--- src/rtl/vecmac_accumulator.sv ---
// vecmac_accumulator: sums a valid-qualified stream of unsigned 16-bit
// products into dot-product results of up to VEC_LEN elements and holds
// each result in a one-entry ready/valid output buffer. The input side
// never stalls, so a result arriving while the buffer is full is dropped
// and the sticky overrun flag is set.
module vecmac_accumulator #(
  parameter int VEC_LEN = 8,
  parameter int ACC_W   = 24,
  parameter int LEN_W   = $clog2(VEC_LEN + 1)
) (
  input  logic             clk,
  input  logic             rst,
  input  logic             clr,
  input  logic             in_valid,
  input  logic [15:0]      product,
  input  logic             in_last,
  output logic             out_valid,
  input  logic             out_ready,
  output logic [ACC_W-1:0] out_sum,
  output logic [LEN_W-1:0] out_len,
  output logic             overrun
);

  localparam int DATA_W = 16;
  localparam int CNT_W  = (VEC_LEN > 1) ? $clog2(VEC_LEN) : 1;
  localparam logic [CNT_W-1:0] CNT_MAX = CNT_W'(VEC_LEN - 1);

  // Zero-extend a product to accumulator width; sums wrap modulo 2^ACC_W.
  function automatic logic [ACC_W-1:0] extend_product(input logic [DATA_W-1:0] p);
    logic [ACC_W+DATA_W-1:0] wide;
    wide = {{ACC_W{1'b0}}, p};
    return wide[ACC_W-1:0];
  endfunction

  // Wrapping accumulate of two unsigned ACC_W values.
  function automatic logic [ACC_W-1:0] acc_add(input logic [ACC_W-1:0] a,
                                               input logic [ACC_W-1:0] b);
    return a + b;
  endfunction

  logic [CNT_W-1:0] cnt_p0;
  logic [ACC_W-1:0] acc_p0;

  logic [ACC_W-1:0] term;
  logic [LEN_W-1:0] term_len;
  logic             close;
  logic             drain;

  // Next running sum, element count and close/drain decisions for this cycle.
  always_comb begin
    term     = (cnt_p0 == '0) ? extend_product(product)
                              : acc_add(acc_p0, extend_product(product));
    term_len = LEN_W'(cnt_p0) + LEN_W'(1);
    close    = in_valid & (in_last | (cnt_p0 == CNT_MAX));
    drain    = out_valid & out_ready;
  end

  // ---- stage p0: accumulator and element counter ----
  // Partial sum updates; a close returns to EMPTY so the next element can
  // start a new vector on the following cycle with no dead cycle.
  always_ff @(posedge clk) begin
    if (rst) begin
      cnt_p0 <= '0;
      acc_p0 <= '0;
    end else if (clr) begin
      cnt_p0 <= '0;
    end else if (in_valid) begin
      if (close) begin
        cnt_p0 <= '0;
      end else begin
        acc_p0 <= term;
        cnt_p0 <= cnt_p0 + CNT_W'(1);
      end
    end
  end

  // ---- stage p1: one-entry output buffer and overrun flag ----
  // A close loads the buffer when it is empty or draining this cycle,
  // otherwise the new result is lost and overrun latches until clr/rst.
  always_ff @(posedge clk) begin
    if (rst) begin
      out_valid <= 1'b0;
      out_sum   <= '0;
      out_len   <= '0;
      overrun   <= 1'b0;
    end else if (clr) begin
      overrun <= 1'b0;
      if (drain) begin
        out_valid <= 1'b0;
      end
    end else if (close) begin
      if (!out_valid || drain) begin
        out_valid <= 1'b1;
        out_sum   <= term;
        out_len   <= term_len;
      end else begin
        overrun <= 1'b1;
      end
    end else if (drain) begin
      out_valid <= 1'b0;
    end
  end

endmodule

--- config.mk ---
export PLATFORM = sky130hd
export DESIGN_NAME = vecmac_accumulator
export DESIGN_NICKNAME = d
export VERILOG_FILES = /design/src/rtl/vecmac_accumulator.sv
export SDC_FILE = /design/constraint.sdc
export NUM_CORES = 1
export LEC_CHECK = 0
export ABC_AREA = 1
export CORE_MARGIN = 1.5
export CORE_UTILIZATION = 45
export CTS_CLUSTER_SIZE = 20
export DETAILED_ROUTE_END_ITERATION = 12
export PLACE_DENSITY = 0.68
export SLEW_MARGIN = 20
export SYNTH_ARGS = -nofsm -noshare
export SYNTH_HDL_FRONTEND = slang
export SYNTH_SLANG_ARGS = --single-unit
--- constraint.sdc ---
create_clock -name clk -period 1.7 [get_ports clk]
set_input_delay 0.34 -clock clk [delete_from_list [all_inputs] [get_ports clk]]
set_output_delay 0.34 -clock clk [all_outputs]
set_load 0.005 [all_outputs]
==> results.yml <==
drt:
  met1Wirelength_um: 5860
  wl_met2_um: 5936
  ant_nets: 0
  drcViolationCount: 0
  firstDrtPassIters: 5
  met3_length_um: 647
  highest_layer: "met4"
  avgViaCountPerCell: 5.186
  dr.first_iter.drc_count: 277
  wl_per_cell_um: 14.96
  route.vias.total: 4398
  routed_wl_um: 12690
timing:
  finalHoldViolations: 0
  drv_slew: 0
  fmax_ghz: 0.5341
  fin_ws_ns: -0.1722
  timing.final.crit_share: 1.101
  layout_min_cycle_time_ns: 1.872
  fin_skew_ns: 0.01451
  tns_ns: -2.497
  tightest_slew_ns: 0.4510
  setup_violations: 20
  slew_headroom: 0.6982
  rsz0062_at_grt: "yes"
synth:
  ys_types: 35
  synth_seq_cells: 57
  synth_compound_area_frac: 0.1275
  synth_top_family_by_area: "simple AND/OR/NAND/NOR gates"
  syn-cell-area_um2: 3837
  synthSimpleGateAreaFrac: 0.3655
  syn_area_per_cell_um2: 6.130
  postSynthCellCount: 626
  yosys.area_share.xor_xnor: 0.009129
  synth-seq-area-share: 0.2974
  syn_nets: 668
  ys_warn_count: 0
  synthAdderAreaFrac: 0.06717
  synth.area.mux_share: 0
global_routing:
  grt_util_all_layers: 0.2620
  antenna_found_initial: 1
  grt_pass1_wl_um: 18290
  grt_pass1_vias: 4002
  gr-total-overflow: 0
  grt_max_degree: 35
pwr:
  pwr-share-comb: 0.274
  pwr_density_cell_nw_per_um2: 605.4
  p_clk_frac: 0.317
  p_leak_nw: 2.891
  p_sw_frac: 0.3216
  irDropWorstVdd_uv: 382.7
  p_int_mw: 2.406
  netSwitchingPower_mw: 1.141
  p_seq_frac: 0.409
worst_setup_path:
  r2r_slack_ns: -0.17
  path_class: "reg -> reg"
  worstPathMaxFanout: 3
  crit_required_ns: 1.94
  timing.rr.start: "acc_p0[0]"
  crit_arrival_ns: 2.12
  startpoint: "acc_p0[0]"
  start_kind: "flop"
  r2r_end: "out_sum[12]"
  cp-end-kind: "flop"
  ff2ff_path_depth: 14
  crit_path_end: "out_sum[12]"
finish:
  drive_above_1_share: 0.3109
  layout_common_cells: "nand2_1, inv_1, buf_4"
  fin_nets: 781
  multi_input_area_um2: 2893
  seqCellArea_um2: 1162
  final_common_cell: "nand2_1"
  fillCellCount: 657
  finalNonFillerCells: 848
  num_antenna_cells: 0
  area_growth_pct: 52.66
place:
  placedCellCount: 817
  numPortBuffers: 51
  hpwl_um: 8050
  place.gp.congestion: 0.9320
die:
  start_util: 0.4647
  core_um2: 8258
  rows: 33
  die_x_um: 95.35
  ioPinCount: 52
  die_area_um2: 9091
  die_h_um: 95.35
clock_network:
  clk_pin_slew_worst_paths_ns: 0.07
  numCtsBuffers: 9
  clock-sinks: 57
  cts_tree: "built"
  cts_buffer_depth: 2
  htreeDepth: 3
  clock_latency_ns: 0.35
  clock-root-buffer: "clkbuf_8"
hold_path:
  min_path_type: "in -> reg"
job:
  cap_violations: 0
status:
  outcome: "complete, but fails checks"
  violations: "negative setup slack"
[Yosys cell counts]
cell type | instances | area, um^2
nor3_4 | 1 | 16.27
xor2_1 | 2 | 17.52
buf_2 | 7 | 35.03
a21boi_0 | 1 | 7.510
o21a_1 | 8 | 60.06
nor2_1 | 63 | 236.5
nand2_4 | 1 | 11.26
clkinv_1 | 1 | 3.750
nor2_4 | 1 | 11.26
o21ai_0 | 35 | 175.2
inv_4 | 1 | 6.260
ha_1 | 19 | 237.7
fa_1 | 1 | 20.02
or2_2 | 2 | 12.51
o21bai_1 | 4 | 30.03
o211ai_1 | 4 | 30.03
and2_1 | 1 | 6.260
dfxtp_1 | 57 | 1141
inv_1 | 105 | 394.1
xnor2_1 | 2 | 17.52
clkbuf_4 | 1 | 7.510
nand3_1 | 55 | 275.3
nand2_1 | 193 | 724.4
buf_1 | 1 | 3.750
a31oi_1 | 1 | 6.260
o21ai_1 | 1 | 5.000
o211a_1 | 1 | 10.01
nand4_1 | 7 | 43.79
buf_6 | 4 | 45.04
clkbuf_1 | 2 | 7.510
clkbuf_2 | 1 | 5.000
inv_2 | 1 | 3.750
nand3b_1 | 7 | 52.55
nor2_2 | 2 | 12.51
a21oi_1 | 33 | 165.2
[power by group through the flow]
stage | combinational, mW | sequential, mW | clock [mW]
after global placement | 0.714 | 1.46 | 0
after global routing | 1.05 | 1.46 | 1.20
after CTS | 0.803 | 1.44 | 1.12
final | 0.973 | 1.45 | 1.12
after detailed placement | 0.723 | 1.46 | 0
after floorplan | 0.402 | 1.46 | 0
[area by class of cell]
type | instances | share of cell area
inverter | 108 | 0.07006
sequential | 57 | 0.1984
clock inverter | 4 | 0.003417
timing repair buffer | 118 | 0.1877
clock buffer | 11 | 0.02414
tap | 105 | 0.02243
multi-input combinational | 445 | 0.4938
[critical path, stage by stage (launching register included)]
cell     delay [ns]
dfxtp_2        0.35
ha_4           0.17
inv_4          0.04
fa_2           0.35
inv_2          0.09
nand3_2        0.10
nand3_4        0.09
buf_4          0.14
nand2_4        0.05
nand3_2        0.06
nand2_1        0.07
nand3_2        0.08
nand3_2        0.08
nand2_2        0.07
inv_1          0.03
[worst min-delay path by stage]
stage               startpoint  cells after the start         end  slack (ns)
CTS                 product[0]                      3   acc_p0[0]        0.46
global route        product[0]                      3   acc_p0[0]        0.46
detailed placement  out_len[2]                      2  out_len[2]        0.46
global placement       overrun                      2     overrun        0.46
floorplan              overrun                      2     overrun        0.46
finish              product[0]                      3   acc_p0[0]        0.46
[routing by layer]
layer / global-route usage / vias to the layer above
met3: 0.05183 / 21
met2: 0.4279 / 124
met4: 0.07711 / 0
met5: 0 / -
li1: - / 2199
met1: 0.3471 / 2054
[kinds of logic (layout without fill, tap and decap cells)]
kind of cell               after synthesis  count (layout)
xor gates and xnor gates                 4               4
DFF                                     57              57
and+or+nand+nor                        333             333
adders and majority gates               20              20
buffers and inverters                  124             241
AOI/OAI and AO/OA                       88              88
[flip-flops by register name (all words and copies together) (netlist names)]
| signal | flops |
|---|---|
| out_sum | 24 |
| out_len | 4 |
| out_valid | 1 |
| acc_p0 | 24 |
| cnt_p0 | 3 |
| overrun | 1 |
[per-stage QoR]
step                setup slack [ns]  hold slack [ns]  power (mW)  area [um^2]  utilization
detailed placement           -0.7415           0.4633       2.186         4803       0.5817
finish                       -0.1722           0.4589       3.546         5858       0.7094
global route                 -0.2442           0.4647       3.707         5858       0.7094
floorplan                   0.008053           0.4604       1.861         3845            -
CTS                          -0.1346           0.4573       3.370         5283       0.6397
global placement             -0.6708           0.4622       2.177         4803       0.5817
[what timing repair did]
item,CTS,global route
resized for setup,78,117
setup endpoints to repair,47,46
setup buffers,2,10
cloned,0,4
pin swaps,14,50
hold buffers,0,0
Note: power is estimated with default switching activity, not from simulation.
